[config.mk]
export PLATFORM = sky130hd
export DESIGN_NAME = byte_unstrip_flat
export DESIGN_NICKNAME = d
export VERILOG_FILES = /design/src/rtl/byte_strip_pkg.sv /design/src/rtl/byte_unstrip_if.sv /design/src/rtl/byte_unstrip_os_classify.sv /design/src/rtl/byte_unstrip.sv /design/src/flat_wrapper.sv
export SDC_FILE = /design/constraint.sdc
export NUM_CORES = 1
export LEC_CHECK = 0
export BUFFER_PORTS_ARGS = -buffer_cell sky130_fd_sc_hd__buf_4
export CORE_UTILIZATION = 40
export DETAILED_ROUTE_END_ITERATION = 7
export PLACE_DENSITY = 0.72
export REMOVE_ABC_BUFFERS = 1
export SETUP_SLACK_MARGIN = 0.3
export SLEW_MARGIN = 15
export SYNTH_ARGS = -nofsm -noshare
export SYNTH_HDL_FRONTEND = slang
export SYNTH_SLANG_ARGS = --single-unit
[constraint.sdc]
create_clock -name CLK -period 2.02 [get_ports CLK]
set_input_delay 0.404 -clock CLK [delete_from_list [all_inputs] [get_ports CLK]]
set_output_delay 0.404 -clock CLK [all_outputs]
set_load 0.02 [all_outputs]
[src/rtl/byte_strip_pkg.sv]
// Shared definitions for the byte striper/unstriper pair: symbols, FSM encoding
// and the ordered-set symbol test.
package byte_strip_pkg;

  localparam logic [7:0] STP = 8'hfb;
  localparam logic [7:0] SDP = 8'h5c;
  localparam logic [7:0] END = 8'hfd;
  localparam logic [7:0] EDB = 8'hfe;
  localparam logic [7:0] SKP = 8'h1c;
  localparam logic [7:0] IDL = 8'h7c;
  localparam logic [7:0] FTS = 8'h3c;
  localparam logic [7:0] COM = 8'hbc;

  typedef enum logic [0:0] {
    EMPTY  = 1'b0,
    SERIAL = 1'b1
  } state_e;

  // A K-flagged byte that belongs to an ordered set broadcast on every lane.
  function automatic logic is_os_sym(input logic [7:0] b, input logic k);
    logic hit;
    case (b)
      COM, SKP, IDL, FTS: hit = 1'b1;
      default:            hit = 1'b0;
    endcase
    return k & hit;
  endfunction

endpackage

[src/rtl/byte_unstrip_if.sv]
// Lane-side and DLL-side handshake bundle of byte_unstrip.
interface byte_unstrip_if;
  logic [7:0] LANE0, LANE1, LANE2, LANE3;
  logic       DK_0, DK_1, DK_2, DK_3;
  logic       LANE_VALID;
  logic       LANE_READY;
  logic [7:0] D;
  logic       DK;
  logic       D_VALID;
  logic       D_READY;
  logic       ERROR_DLL;

  modport slave (
    input  LANE0, LANE1, LANE2, LANE3, DK_0, DK_1, DK_2, DK_3, LANE_VALID, D_READY,
    output LANE_READY, D, DK, D_VALID, ERROR_DLL
  );

  modport master (
    output LANE0, LANE1, LANE2, LANE3, DK_0, DK_1, DK_2, DK_3, LANE_VALID, D_READY,
    input  LANE_READY, D, DK, D_VALID, ERROR_DLL
  );
endinterface

[src/rtl/byte_unstrip_os_classify.sv]
// Combinational ordered-set classifier for one 4-lane word: any lane carries an
// OS symbol, and whether all four lanes carry the same OS symbol.
module os_classify
  import byte_strip_pkg::*;
(
  input  logic [3:0][7:0] i_bytes,
  input  logic [3:0]      i_dk,
  output logic            o_uniform_os,
  output logic            o_any_os
);

  logic [3:0] w_os;

  always_comb begin
    w_os = 4'b0000;
    for (int i = 0; i < 4; i++) begin
      w_os[i] = is_os_sym(i_bytes[i], i_dk[i]);
    end
  end

  assign o_any_os     = |w_os;
  assign o_uniform_os = (&w_os) &&
                        (i_bytes[1] == i_bytes[0]) &&
                        (i_bytes[2] == i_bytes[0]) &&
                        (i_bytes[3] == i_bytes[0]);

endmodule

[src/rtl/byte_unstrip.sv]
// Re-serializes 4-lane words into a byte stream (lane 0 first).
// Optional feature macro: BYTE_UNSTRIP_OS_COLLAPSE_EN (ordered-set collapse + malformed detection).
module byte_unstrip
  import byte_strip_pkg::*;
(
  input  logic          CLK,
  input  logic          RESET_L,
  byte_unstrip_if.slave bus
);

  state_e          r_state, w_state_nxt;
  logic [1:0]      r_idx, w_idx_nxt;
  logic [1:0]      r_last, w_last_nxt;
  logic [3:0][7:0] r_buf, w_buf_nxt;
  logic [3:0]      r_dk, w_dk_nxt;
  logic            r_err, w_err_nxt;

  logic [3:0][7:0] w_bytes;
  logic [3:0]      w_kin;
  logic            w_out_xfer, w_lane_ready, w_in_xfer, w_store, w_drop;
  logic [1:0]      w_new_last;

  assign w_bytes = {bus.LANE3, bus.LANE2, bus.LANE1, bus.LANE0};
  assign w_kin   = {bus.DK_3, bus.DK_2, bus.DK_1, bus.DK_0};

  assign w_out_xfer   = (r_state == SERIAL) && bus.D_READY;
  assign w_lane_ready = (r_state == EMPTY) || (w_out_xfer && (r_idx == r_last));
  assign w_in_xfer    = bus.LANE_VALID && w_lane_ready;

`ifdef BYTE_UNSTRIP_OS_COLLAPSE_EN
  logic w_uniform_os, w_any_os;

  os_classify u_os_classify (
    .i_bytes      (w_bytes),
    .i_dk         (w_kin),
    .o_uniform_os (w_uniform_os),
    .o_any_os     (w_any_os)
  );

  // A malformed ordered set completes its handshake but is never buffered.
  assign w_drop     = w_any_os && !w_uniform_os;
  assign w_new_last = w_uniform_os ? 2'd0 : 2'd3;
`else
  assign w_drop     = 1'b0;
  assign w_new_last = 2'd3;
`endif

  assign w_store   = w_in_xfer && !w_drop;
  assign w_err_nxt = w_in_xfer && w_drop;

  // Next-state, read index and word buffer.
  always_comb begin
    w_state_nxt = r_state;
    w_idx_nxt   = r_idx;
    w_last_nxt  = r_last;
    w_buf_nxt   = r_buf;
    w_dk_nxt    = r_dk;
    case (r_state)
      EMPTY: begin
        if (w_store) begin
          w_state_nxt = SERIAL;
          w_idx_nxt   = 2'd0;
          w_last_nxt  = w_new_last;
          w_buf_nxt   = w_bytes;
          w_dk_nxt    = w_kin;
        end else begin
          w_state_nxt = EMPTY;
        end
      end
      SERIAL: begin
        if (w_out_xfer && (r_idx != r_last)) begin
          w_idx_nxt = r_idx + 2'd1;
        end else if (w_out_xfer && w_store) begin
          w_idx_nxt  = 2'd0;
          w_last_nxt = w_new_last;
          w_buf_nxt  = w_bytes;
          w_dk_nxt   = w_kin;
        end else if (w_out_xfer) begin
          w_state_nxt = EMPTY;
          w_idx_nxt   = 2'd0;
        end else begin
          w_state_nxt = SERIAL;
        end
      end
      default: begin
        w_state_nxt = EMPTY;
        w_idx_nxt   = 2'd0;
      end
    endcase
  end

  // State, buffer and error-pulse registers.
  always_ff @(posedge CLK or negedge RESET_L) begin
    if (!RESET_L) begin
      r_state <= EMPTY;
      r_idx   <= 2'd0;
      r_last  <= 2'd3;
      r_buf   <= '0;
      r_dk    <= 4'b0000;
      r_err   <= 1'b0;
    end else begin
      r_state <= w_state_nxt;
      r_idx   <= w_idx_nxt;
      r_last  <= w_last_nxt;
      r_buf   <= w_buf_nxt;
      r_dk    <= w_dk_nxt;
      r_err   <= w_err_nxt;
    end
  end

  assign bus.LANE_READY = w_lane_ready;
  assign bus.D_VALID    = (r_state == SERIAL);
  assign bus.D          = (r_state == SERIAL) ? r_buf[r_idx] : 8'h00;
  assign bus.DK         = (r_state == SERIAL) ? r_dk[r_idx] : 1'b0;
  assign bus.ERROR_DLL  = r_err;

endmodule

[src/flat_wrapper.sv]
// flat-port wrapper written by rule: the top's interface ports become plain ports
module byte_unstrip_flat import byte_strip_pkg::*;
  (CLK, RESET_L, bus_LANE0, bus_LANE1, bus_LANE2, bus_LANE3, bus_DK_0, bus_DK_1, bus_DK_2, bus_DK_3, bus_LANE_VALID, bus_D_READY, bus_LANE_READY, bus_D, bus_DK, bus_D_VALID, bus_ERROR_DLL);
  byte_unstrip_if bus_i ();
  input  logic CLK;
  input  logic RESET_L;
  input wire logic [$bits(bus_i.LANE0)-1:0] bus_LANE0;
  input wire logic [$bits(bus_i.LANE1)-1:0] bus_LANE1;
  input wire logic [$bits(bus_i.LANE2)-1:0] bus_LANE2;
  input wire logic [$bits(bus_i.LANE3)-1:0] bus_LANE3;
  input wire logic [$bits(bus_i.DK_0)-1:0] bus_DK_0;
  input wire logic [$bits(bus_i.DK_1)-1:0] bus_DK_1;
  input wire logic [$bits(bus_i.DK_2)-1:0] bus_DK_2;
  input wire logic [$bits(bus_i.DK_3)-1:0] bus_DK_3;
  input wire logic [$bits(bus_i.LANE_VALID)-1:0] bus_LANE_VALID;
  input wire logic [$bits(bus_i.D_READY)-1:0] bus_D_READY;
  output wire logic [$bits(bus_i.LANE_READY)-1:0] bus_LANE_READY;
  output wire logic [$bits(bus_i.D)-1:0] bus_D;
  output wire logic [$bits(bus_i.DK)-1:0] bus_DK;
  output wire logic [$bits(bus_i.D_VALID)-1:0] bus_D_VALID;
  output wire logic [$bits(bus_i.ERROR_DLL)-1:0] bus_ERROR_DLL;
  assign bus_i.LANE0 = bus_LANE0;
  assign bus_i.LANE1 = bus_LANE1;
  assign bus_i.LANE2 = bus_LANE2;
  assign bus_i.LANE3 = bus_LANE3;
  assign bus_i.DK_0 = bus_DK_0;
  assign bus_i.DK_1 = bus_DK_1;
  assign bus_i.DK_2 = bus_DK_2;
  assign bus_i.DK_3 = bus_DK_3;
  assign bus_i.LANE_VALID = bus_LANE_VALID;
  assign bus_i.D_READY = bus_D_READY;
  assign bus_LANE_READY = bus_i.LANE_READY;
  assign bus_D = bus_i.D;
  assign bus_DK = bus_i.DK;
  assign bus_D_VALID = bus_i.D_VALID;
  assign bus_ERROR_DLL = bus_i.ERROR_DLL;
  byte_unstrip u_core (.CLK(CLK), .RESET_L(RESET_L), .bus(bus_i));
endmodule
Yosys cells after proc, flatten, opt, wreduce, memory -nomap -nowiden --
Cells that the tools add are included. Widths: inputs -> output; s select.
Cells by class: reduce and logical (&&, ||, !) cells 8, $lt $le $gt $ge 1, muxes and demuxes 28, $add $sub $neg 1, bitwise logic cells 1, eq/ne operators 6
Operators by type and width (count):
- $mux 32 | 3
- $pmux 32 s2 | 1
- $bmux 8 s2 | 1
- $mux 8 | 2
- $mux 2 | 7
- $mux 4 | 3
- $pmux 2 s2 | 2
- $pmux 4 s2 | 1
- $mux 1 | 6
- $logic_and 1x1->1 | 5
- $ne 2x2->1 const B | 2
- $ne 4x4->1 const B | 1
- $lt 2x3->1 const B | 1
- $reduce_and 3->1 | 1
- $add 2x1->2 const B | 1
- $bmux 1 s2 | 1
- $eq 2x2->1 | 1
- $ne 2x1->1 const B | 1
- $ne 2x2->1 | 1
- $pmux 1 s2 | 1
- $reduce_and 2->1 | 1
- $logic_or 1x1->1 | 1
- $not 1->1 | 1
Word-level totals: output and inout bits 12, bits in registers 41, input bits 40, word-level logic and storage cells 53

Logic depth before layout (Yosys ltp) --
Gate-level depths: netlist of the first run.
depth in word-level cells 8, gate-level depth with buffers 5, gate-level depth less buffers 3

Worst setup path before layout of the first run --
Ideal clock, no wire load.
path type register -> output, start reg u_core.r_idx[1], end out bus_DK, cell stages (with the launch flop) 5, setup slack 0.410 ns, arrival time 1.206 ns, cells stage by stage dfrtp_1 buf_4 buf_4 mux2i_1 o22ai_1
Between the ends: longest elaborated chain between the ends 3
RTL lines:
- start, declared | RTL line byte_unstrip.sv:12 | logic [1:0] r_idx, w_idx_nxt;
- start signal, assigned | RTL line byte_unstrip.sv:103 | r_idx <= w_idx_nxt;
- $bmux 1 s2 | RTL line byte_unstrip.sv:114 | assign bus.DK = (r_state == SERIAL) ? r_dk[r_idx] : 1'b0;
- $mux 1 (not written as such) | RTL line byte_unstrip.sv:114
- $mux 1 | RTL line byte_unstrip.sv:114
- end, declared | RTL line flat_wrapper.sv:19 | output wire logic [$bits(bus_i.DK)-1:0] bus_DK;
Every way passes these cells. The select of a mux whose other input is x is not followed.

Final worst setup path of the first run --
start reg u_core.r_idx[1], end out bus_D[3]
Between the ends: longest elaborated chain between the ends 3
RTL lines:
- $bmux 8 s2 | RTL line byte_unstrip.sv:113 | assign bus.D = (r_state == SERIAL) ? r_buf[r_idx] : 8'h00;
- $mux 8 (not written as such) | RTL line byte_unstrip.sv:113
- $mux 8 | RTL line byte_unstrip.sv:113
- end, declared | RTL line flat_wrapper.sv:18 | output wire logic [$bits(bus_i.D)-1:0] bus_D;
Every way passes these cells. The select of a mux whose other input is x is not followed.

==> metrics.yaml, run 1 <==
hpwl_um: 3050
first_pass_iters: 4
crit_end: "bus_D[3]"
areaGrowthSynthToFinish_pct: 24.1
rows: 27
finalSetupTns_ps: 0
grt_pass1_wl_um: 7940
fin_crit_sh_pct: 89.0
rsz0062_at_grt: "yes"
globalplace.congestion: 0.667
cts_buffers: 5
grt_max_degree: 40
numClockSinks: 39
max_freq_mhz: 556
vdd_drop_max_mv: 0.608
period_minus_slack_ps: 1800
antennaDiodeCount: 0
io_pins: 52
fin_skew_ps: 5.09
r2r_setup_slack_ps: 430
cp-startpoint: "u_core.r_idx[1]$_DFFE_PN0P_"
postRouteAntennaNets: 0
h-tree-depth: 2
cts_root_buffer: "clkbuf_8"
place_area_sq_mm: 0.00266
regToRegStartpoint: "u_core.r_idx[1]$_DFFE_PN0P_"
grt.total_usage_pct: 17.3
seq_area_frac_synth_pct: 42.7
reg2reg_depth: 3
endpoint_kind: "primary output"
avgRoutedWirePerCell_um: 15.2
design.die.area_sq_mm: 0.00601
ys_ff_latch: 39
drtIter0Drc: 84
critical-path-top-delay-family: "flip-flops"
place_inst: 317
critPathBufInv: 2
synth_cells: 209
finish.utilization_pct: 51.4
slowest_stage: "dfrtp_2"
ctsHoldBuffers: 0
pwr_density_cell_mw_per_mm2: 1490
slew_viol_final: 0
tightest_slew_ps: 580
cp-start-kind: "flip-flop"
layout-drive-gt1-share_pct: 42.6
path_cells: "clkbuf_16, mux2i_1, o22ai_1, buf_4"
fin_area_sq_mm: 0.00283
synth_area_per_cell_sq_um: 10.9
cp.required_ps: 1620
path_clk_slew_ps: 70
synthDistinctLibCells: 22
drv_cap: 0
setup.worst_path.class: "flip-flop to primary output"
path_depth: 4
design.core.area_sq_mm: 0.00551
fp.dieW_um: 77.6
die_y_um: 77.6
totalPowerFinal_mw: 4.22
worst-path-max-fanout: 9
finalSetupViolCount: 0
status: "finished clean"
drc: 0
antenna_found_initial: 0
slew_headroom_pct: 61.4
leakage_nw: 1.34
nets: 296
gr-total-overflow: 0
routed_via_density: 5.04
slowest_delay_ps: 450
layoutNonFillerInstCount: 328
min_path_type: "input pin to asynchronous set/reset pin"
wl_um: 4990
io_buffers: 50
arrival_ps: 1390
reg2reg_to: "u_core.r_buf[25]$_DFFE_PN0P_"
start_util_pct: 41.5
num_vias: 1654
final_hold_viol_count: 0
clk_path_buf_depth: 2
insertion_delay_ps: 300
cts_tree: "done"
synth_area_sq_mm: 0.00228
grt_pass1_vias: 1660
yosys_warnings: 0
[synth_stat cells (all sizes together)]
library cell / n / area (sq um)
o22ai: 9 / 56.3
and4b: 1 / 10.0
inv: 37 / 139
a31o: 2 / 17.5
clkbuf: 3 / 11.3
a21boi: 1 / 11.3
buf: 17 / 141
conb: 1 / 3.75
ha: 1 / 12.5
nor2b: 1 / 6.26
mux2i: 18 / 180
dfrtp: 39 / 976
or2: 1 / 6.26
and3: 1 / 6.26
o32ai: 36 / 541
nor4bb: 1 / 10.0
nand2: 38 / 143
nand2b: 2 / 12.5
[layout make-up]
cell class                 count  area [sq um]
clock buffer                   7          76.3
multi-input combinational    113          1070
timing repair buffer          59           473
sequential                    39           978
tap                           72          90.1
fill                         521          2670
inverter                      37           139
clock inverter                 1          5.00
[repair_timing]
item                                    4_1_cts  5_1_grt
endpoints found under the setup margin       46       46
gates cloned                                  0        1
buffers inserted                              0        2
hold endpoints to repair                      0        0
gates resized for setup                       8        6
pin swaps                                     0        0
[state kept, by name, indices dropped and copies added, names as in the netlist]
register            count
u_core.r_idx            2
u_core.r_dk             4
u_core.r_buf           32
u_core.bus.D_VALID      1
[power breakdown]
| part | switching [mW] | leakage, nW | internal [mW] |
|---|---|---|---|
| Combinational | 1.08 | 0.829 | 1.24 |
| Sequential | 0.227 | 0.471 | 1.16 |
| Clock | 0.269 | 0.0422 | 0.242 |
| Total | 1.58 | 1.34 | 2.65 |
[cells by family (layout without fill, tap and decap cells)]
kind of cell	Yosys count	after routing	synth area share, %
adder cells (fa/ha/maj)	1	1	0.548
buffers and inverters	57	104	12.8
AND/OR/NAND/NOR	45	45	8.49
AO/OA/AOI/OAI	48	48	27.4
multiplexers	18	18	7.89
flip-flops	39	39	42.7
other	1	1	0.164
[worst reg2reg max path: stages (launching register included)]
cell and delay (ps):
dfrtp_2 420, ha_2 260, and3_4 590, o32ai_1 180
[through the flow]
stage | worst slack (ps) | hold slack [ps]
after floorplan | -1050 | 108
after global placement | 172 | 405
after detailed placement | 109 | 407
after CTS | 164 | 88.8
after global routing | 167 | 115
final | 223 | 78.1
[how the worst min path moves through the flow]
stage	startpoint	cells after the start	slack, ps	endpoint
2_1_floorplan	RESET_L	0	110	u_core.bus.D_VALID$_DFF_PN0_
3_3_place_gp	RESET_L	1	400	u_core.r_buf[30]$_DFFE_PN0P_
3_5_place_dp	RESET_L	1	410	u_core.r_buf[30]$_DFFE_PN0P_
4_1_cts	RESET_L	1	90	u_core.r_buf[30]$_DFFE_PN0P_
5_1_grt	RESET_L	1	110	u_core.r_buf[14]$_DFFE_PN0P_
6_report	RESET_L	1	80	u_core.r_dk[3]$_DFFE_PN0P_
[layer usage]
layer  track usage, %  vias to the layer above  share of wire (%)  routed length [um]
met5                0                        -                  0                   0
met4             5.85                        0                1.1                  55
met1             21.9                      773                 46                2290
met2             28.3                       46                 47                2350
li1                 -                      829                  -                   -
met3             4.82                        6                6.0                 299
[cell usage in the layout, fill, tap and decap left out, types with 2 or more instances in the layout]
master / n
buf_4: 57
inv_1: 37
dfrtp_2: 2
dfrtp_1: 37
o32ai_1: 6
o32ai_2: 30
a31o_2: 2
nand2_1: 37
o22ai_1: 8
clkbuf_8: 5
mux2i_1: 16
clkbuf_1: 2
Note: power is estimated with default switching activity, not from simulation.
==> run 2: changes to the inputs <==
--- a/config.mk
+++ b/config.mk
@@ -5,10 +5,10 @@
 export SDC_FILE = /design/constraint.sdc
 export NUM_CORES = 1
 export LEC_CHECK = 0
-export BUFFER_PORTS_ARGS = -buffer_cell sky130_fd_sc_hd__buf_4
 export CORE_UTILIZATION = 40
 export DETAILED_ROUTE_END_ITERATION = 7
-export PLACE_DENSITY = 0.72
+export DONT_BUFFER_PORTS = 1
+export PLACE_DENSITY = 0.64
 export REMOVE_ABC_BUFFERS = 1
 export SETUP_SLACK_MARGIN = 0.3
 export SLEW_MARGIN = 15
==> run 2 against run 1 <==
  * Global-route usage decreased by 0.37 points
  * Final area decreased by 8.8%
  * Clock skew increased by 5.2 ps
  * Sequential share of layout area increased by 3.4 points
  * Core utilization decreased by 4.5 points
  * Routed wire length decreased by 5.3%
  * First-iteration DRC count decreased by 14%
  * Cell count decreased by 12%
  * Non-clock buffer count decreased by 39
  * Highest routed layer unchanged
==> metrics.yaml, run 2 (synthesized netlist as in run 1, its figures left out) <==
io_buffers: 0  # was 50
met3_usage_pct: 4.00  # was 4.82%
r2r_setup_slack_ps: 410  # was 430 ps
worstHoldStart: "bus_LANE_VALID"
ff_latch_area_sq_um: 980  # was 978 sq um
finalSetupViolCount: 0  # unchanged
slew_viol_final: 0  # unchanged
top_regs: "u_core.r_buf: 32 flops, u_core.r_dk: 4 flops, u_core.r_idx: 2 flops"  # unchanged
design.core.area_sq_mm: 0.00551  # unchanged
pwr_density_cell_mw_per_mm2: 1630  # was 1490 mW/mm^2
design.die.area_sq_mm: 0.00601  # unchanged
min_path_type: "input pin to flip-flop"  # was input pin to asynchronous set/reset pin
wl_um: 4730  # was 4990 um
numClockSinks: 39  # unchanged
hold_path_depth: 1
pwr-share-comb_pct: 53.4  # was 54.9%
leakage_nw: 1.17  # was 1.34 nW
internal_power_mw: 2.68  # was 2.65 mW
path_clk_slew_ps: 80  # was 70 ps
hold_path_end: "u_core.bus.D_VALID$_DFF_PN0_"
totalPowerFinal_mw: 4.21  # was 4.22 mW
largest_register_ffs: 32  # unchanged
gr-usage-met1_pct: 21.9  # about the same
drv_cap: 0  # unchanged
reg2reg_depth: 4  # was 3
start_util_pct: 41.5  # unchanged
fin_crit_sh_pct: 90.5  # was 89.0%
period_minus_slack_ps: 1830  # was 1800 ps
avgRoutedWirePerCell_um: 16.3  # was 15.2 um
drtIter0Drc: 72  # was 84
globalplace.congestion: 0.697  # was 0.667
cp.required_ps: 1620  # about the same
rows: 27  # unchanged
reg2reg_to: "u_core.r_buf[20]$_DFFE_PN0P_"  # was u_core.r_buf[25]$_DFFE_PN0P_
worst-path-max-fanout: 4  # was 9
top_register: "u_core.r_buf"  # unchanged
insertion_delay_ps: 290  # was 300 ps
io_pins: 52  # unchanged
fp.dieW_um: 77.6  # unchanged
drc: 0  # unchanged
swShare_pct: 36.5  # was 37.4%
num_vias: 1541  # was 1654
antennaDiodeCount: 0  # unchanged
grt_pass1_wl_um: 7820  # was 7940 um
tightest_slew_ps: 585  # was 580 ps
postRouteAntennaNets: 0  # unchanged
cts_buffers: 5  # unchanged
final_hold_viol_count: 0  # unchanged
cts_root_buffer: "clkbuf_8"  # unchanged
grt_pass1_vias: 1581  # was 1660
die_y_um: 77.6  # unchanged
rsz0062_at_grt: "yes"  # unchanged
status: "finished clean"  # unchanged
multiInputGateArea_sq_mm: 0.00106  # was 0.00107 sq mm
gr-total-overflow: 0  # unchanged
layout-drive-gt1-share_pct: 31.8  # was 42.6%
antenna_found_initial: 0  # unchanged
power.share.sequential_pct: 32.9  # was 33.0%
finalSetupTns_ps: 0  # unchanged
areaGrowthSynthToFinish_pct: 13.1  # was 24.1%
grt.total_usage_pct: 16.9  # was 17.3%
clk_path_buf_depth: 2  # unchanged
vdd_drop_max_mv: 0.853  # was 0.608 mV
fin_skew_ps: 10.3  # was 5.09 ps
cts_tree: "done"  # unchanged
nFillCells: 534  # was 521
final_common_cell: "nand2_1"  # was buf_4
grt-busiest-layer: "met2"  # unchanged
setup.worst_path.class: "flip-flop to primary output"  # unchanged
routed_via_density: 5.33  # was 5.04
regToRegStartpoint: "u_core.r_idx[1]$_DFFE_PN0P_"  # unchanged
layout_common_cells: "nand2_1, inv_1, dfrtp_1"  # was buf_4, inv_1, nand2_1, dfrtp_1, o32ai_2
cp-start-kind: "flip-flop"  # unchanged
max_freq_mhz: 547  # was 556 MHz
hpwl_um: 2800  # was 3050 um
clockPowerShare_pct: 13.7  # was 12.1%
first_pass_iters: 4  # unchanged
grt_use_met2_pct: 28.1  # was 28.3%
arrival_ps: 1420  # was 1390 ps
endpoint_kind: "primary output"  # unchanged
nets: 257  # was 296
slew_headroom_pct: 61.0  # was 61.4%
grt_max_degree: 41  # was 40
power_switching_mw: 1.54  # was 1.58 mW
h-tree-depth: 2  # unchanged
## run 2: cell types whose count changed in the layout (fill, tap and decap cells not counted), sizes merged
cell and delta:
buf -40, clkbuf +1, clkinv -1, dlygate4sd3 +1
## run 2: stage by stage
step | setup slack (ps) | cells | area (sq um) | utilization (%) | hold slack [ps]
after global routing | 131 | 289 | 2580 | 46.9 | 215
after global placement | 147 | 276 | 2360 | 42.9 | 110
after CTS | 220 | 288 | 2550 | 46.4 | 214
after floorplan | -1050 | 189 | 2130 | - | 108
after detailed placement | 80.9 | 276 | 2360 | 42.9 | 110
final | 193 | 289 | 2580 | 46.9 | 225
## run 2: power groups by stage
stage                     logic [mW]  clock network [mW]  registers (mW)
after floorplan                 1.51                   0            1.39
after global placement          2.08                   0            1.36
after global routing            2.44               0.625            1.44
final                           2.25               0.577            1.39
after CTS                       2.21               0.595            1.37
after detailed placement        2.10                   0            1.37
## run 2: metal layers
metal  wire (um)  share of wire (%)
met1        2200                 46
met5           0                  0
met4          52                1.1
met2        2290                 48
met3         189                4.0
## run 2: how the worst max path moves through the flow
stage	start	end	slack, ps	depth (start not counted)
after detailed placement	u_core.r_idx[0]$_DFFE_PN0P_	u_core.r_buf[23]$_DFFE_PN0P_	80	3
after global routing	u_core.r_idx[1]$_DFFE_PN0P_	bus_LANE_READY	130	5
after global placement	u_core.r_idx[0]$_DFFE_PN0P_	u_core.r_buf[22]$_DFFE_PN0P_	150	3
after CTS	u_core.r_idx[1]$_DFFE_PN0P_	bus_D[2]	220	4
after floorplan	u_core.r_idx[1]$_DFFE_PN0P_	bus_LANE_READY	-1050	3
final	u_core.r_idx[1]$_DFFE_PN0P_	bus_LANE_READY	190	5
## run 2: area by class of cell
| cell class | instances | area share [%] |
|---|---|---|
| tap | 72 | 3.49 |
| sequential | 39 | 37.9 |
| clock buffer | 8 | 3.88 |
| timing repair buffer | 20 | 8.33 |
| inverter | 37 | 5.38 |
| multi-input combinational | 113 | 41.0 |
## run 2: critical path: stages, from the launching register on
cell and delay [ps]:
dfrtp_2 450, buf_6 140, ha_4 170, a21boi_4 200, inv_2 60, buf_6 130
## run 2: repair_timing
item / CTS / global route
buffers inserted: 2 / 0
hold endpoints to repair: 39 / 0
endpoints found under the setup margin: 46 / 10
pin swaps: 2 / 2
cloned: 0 / 1
hold buffers: 2 / 0
resized for setup: 13 / 2
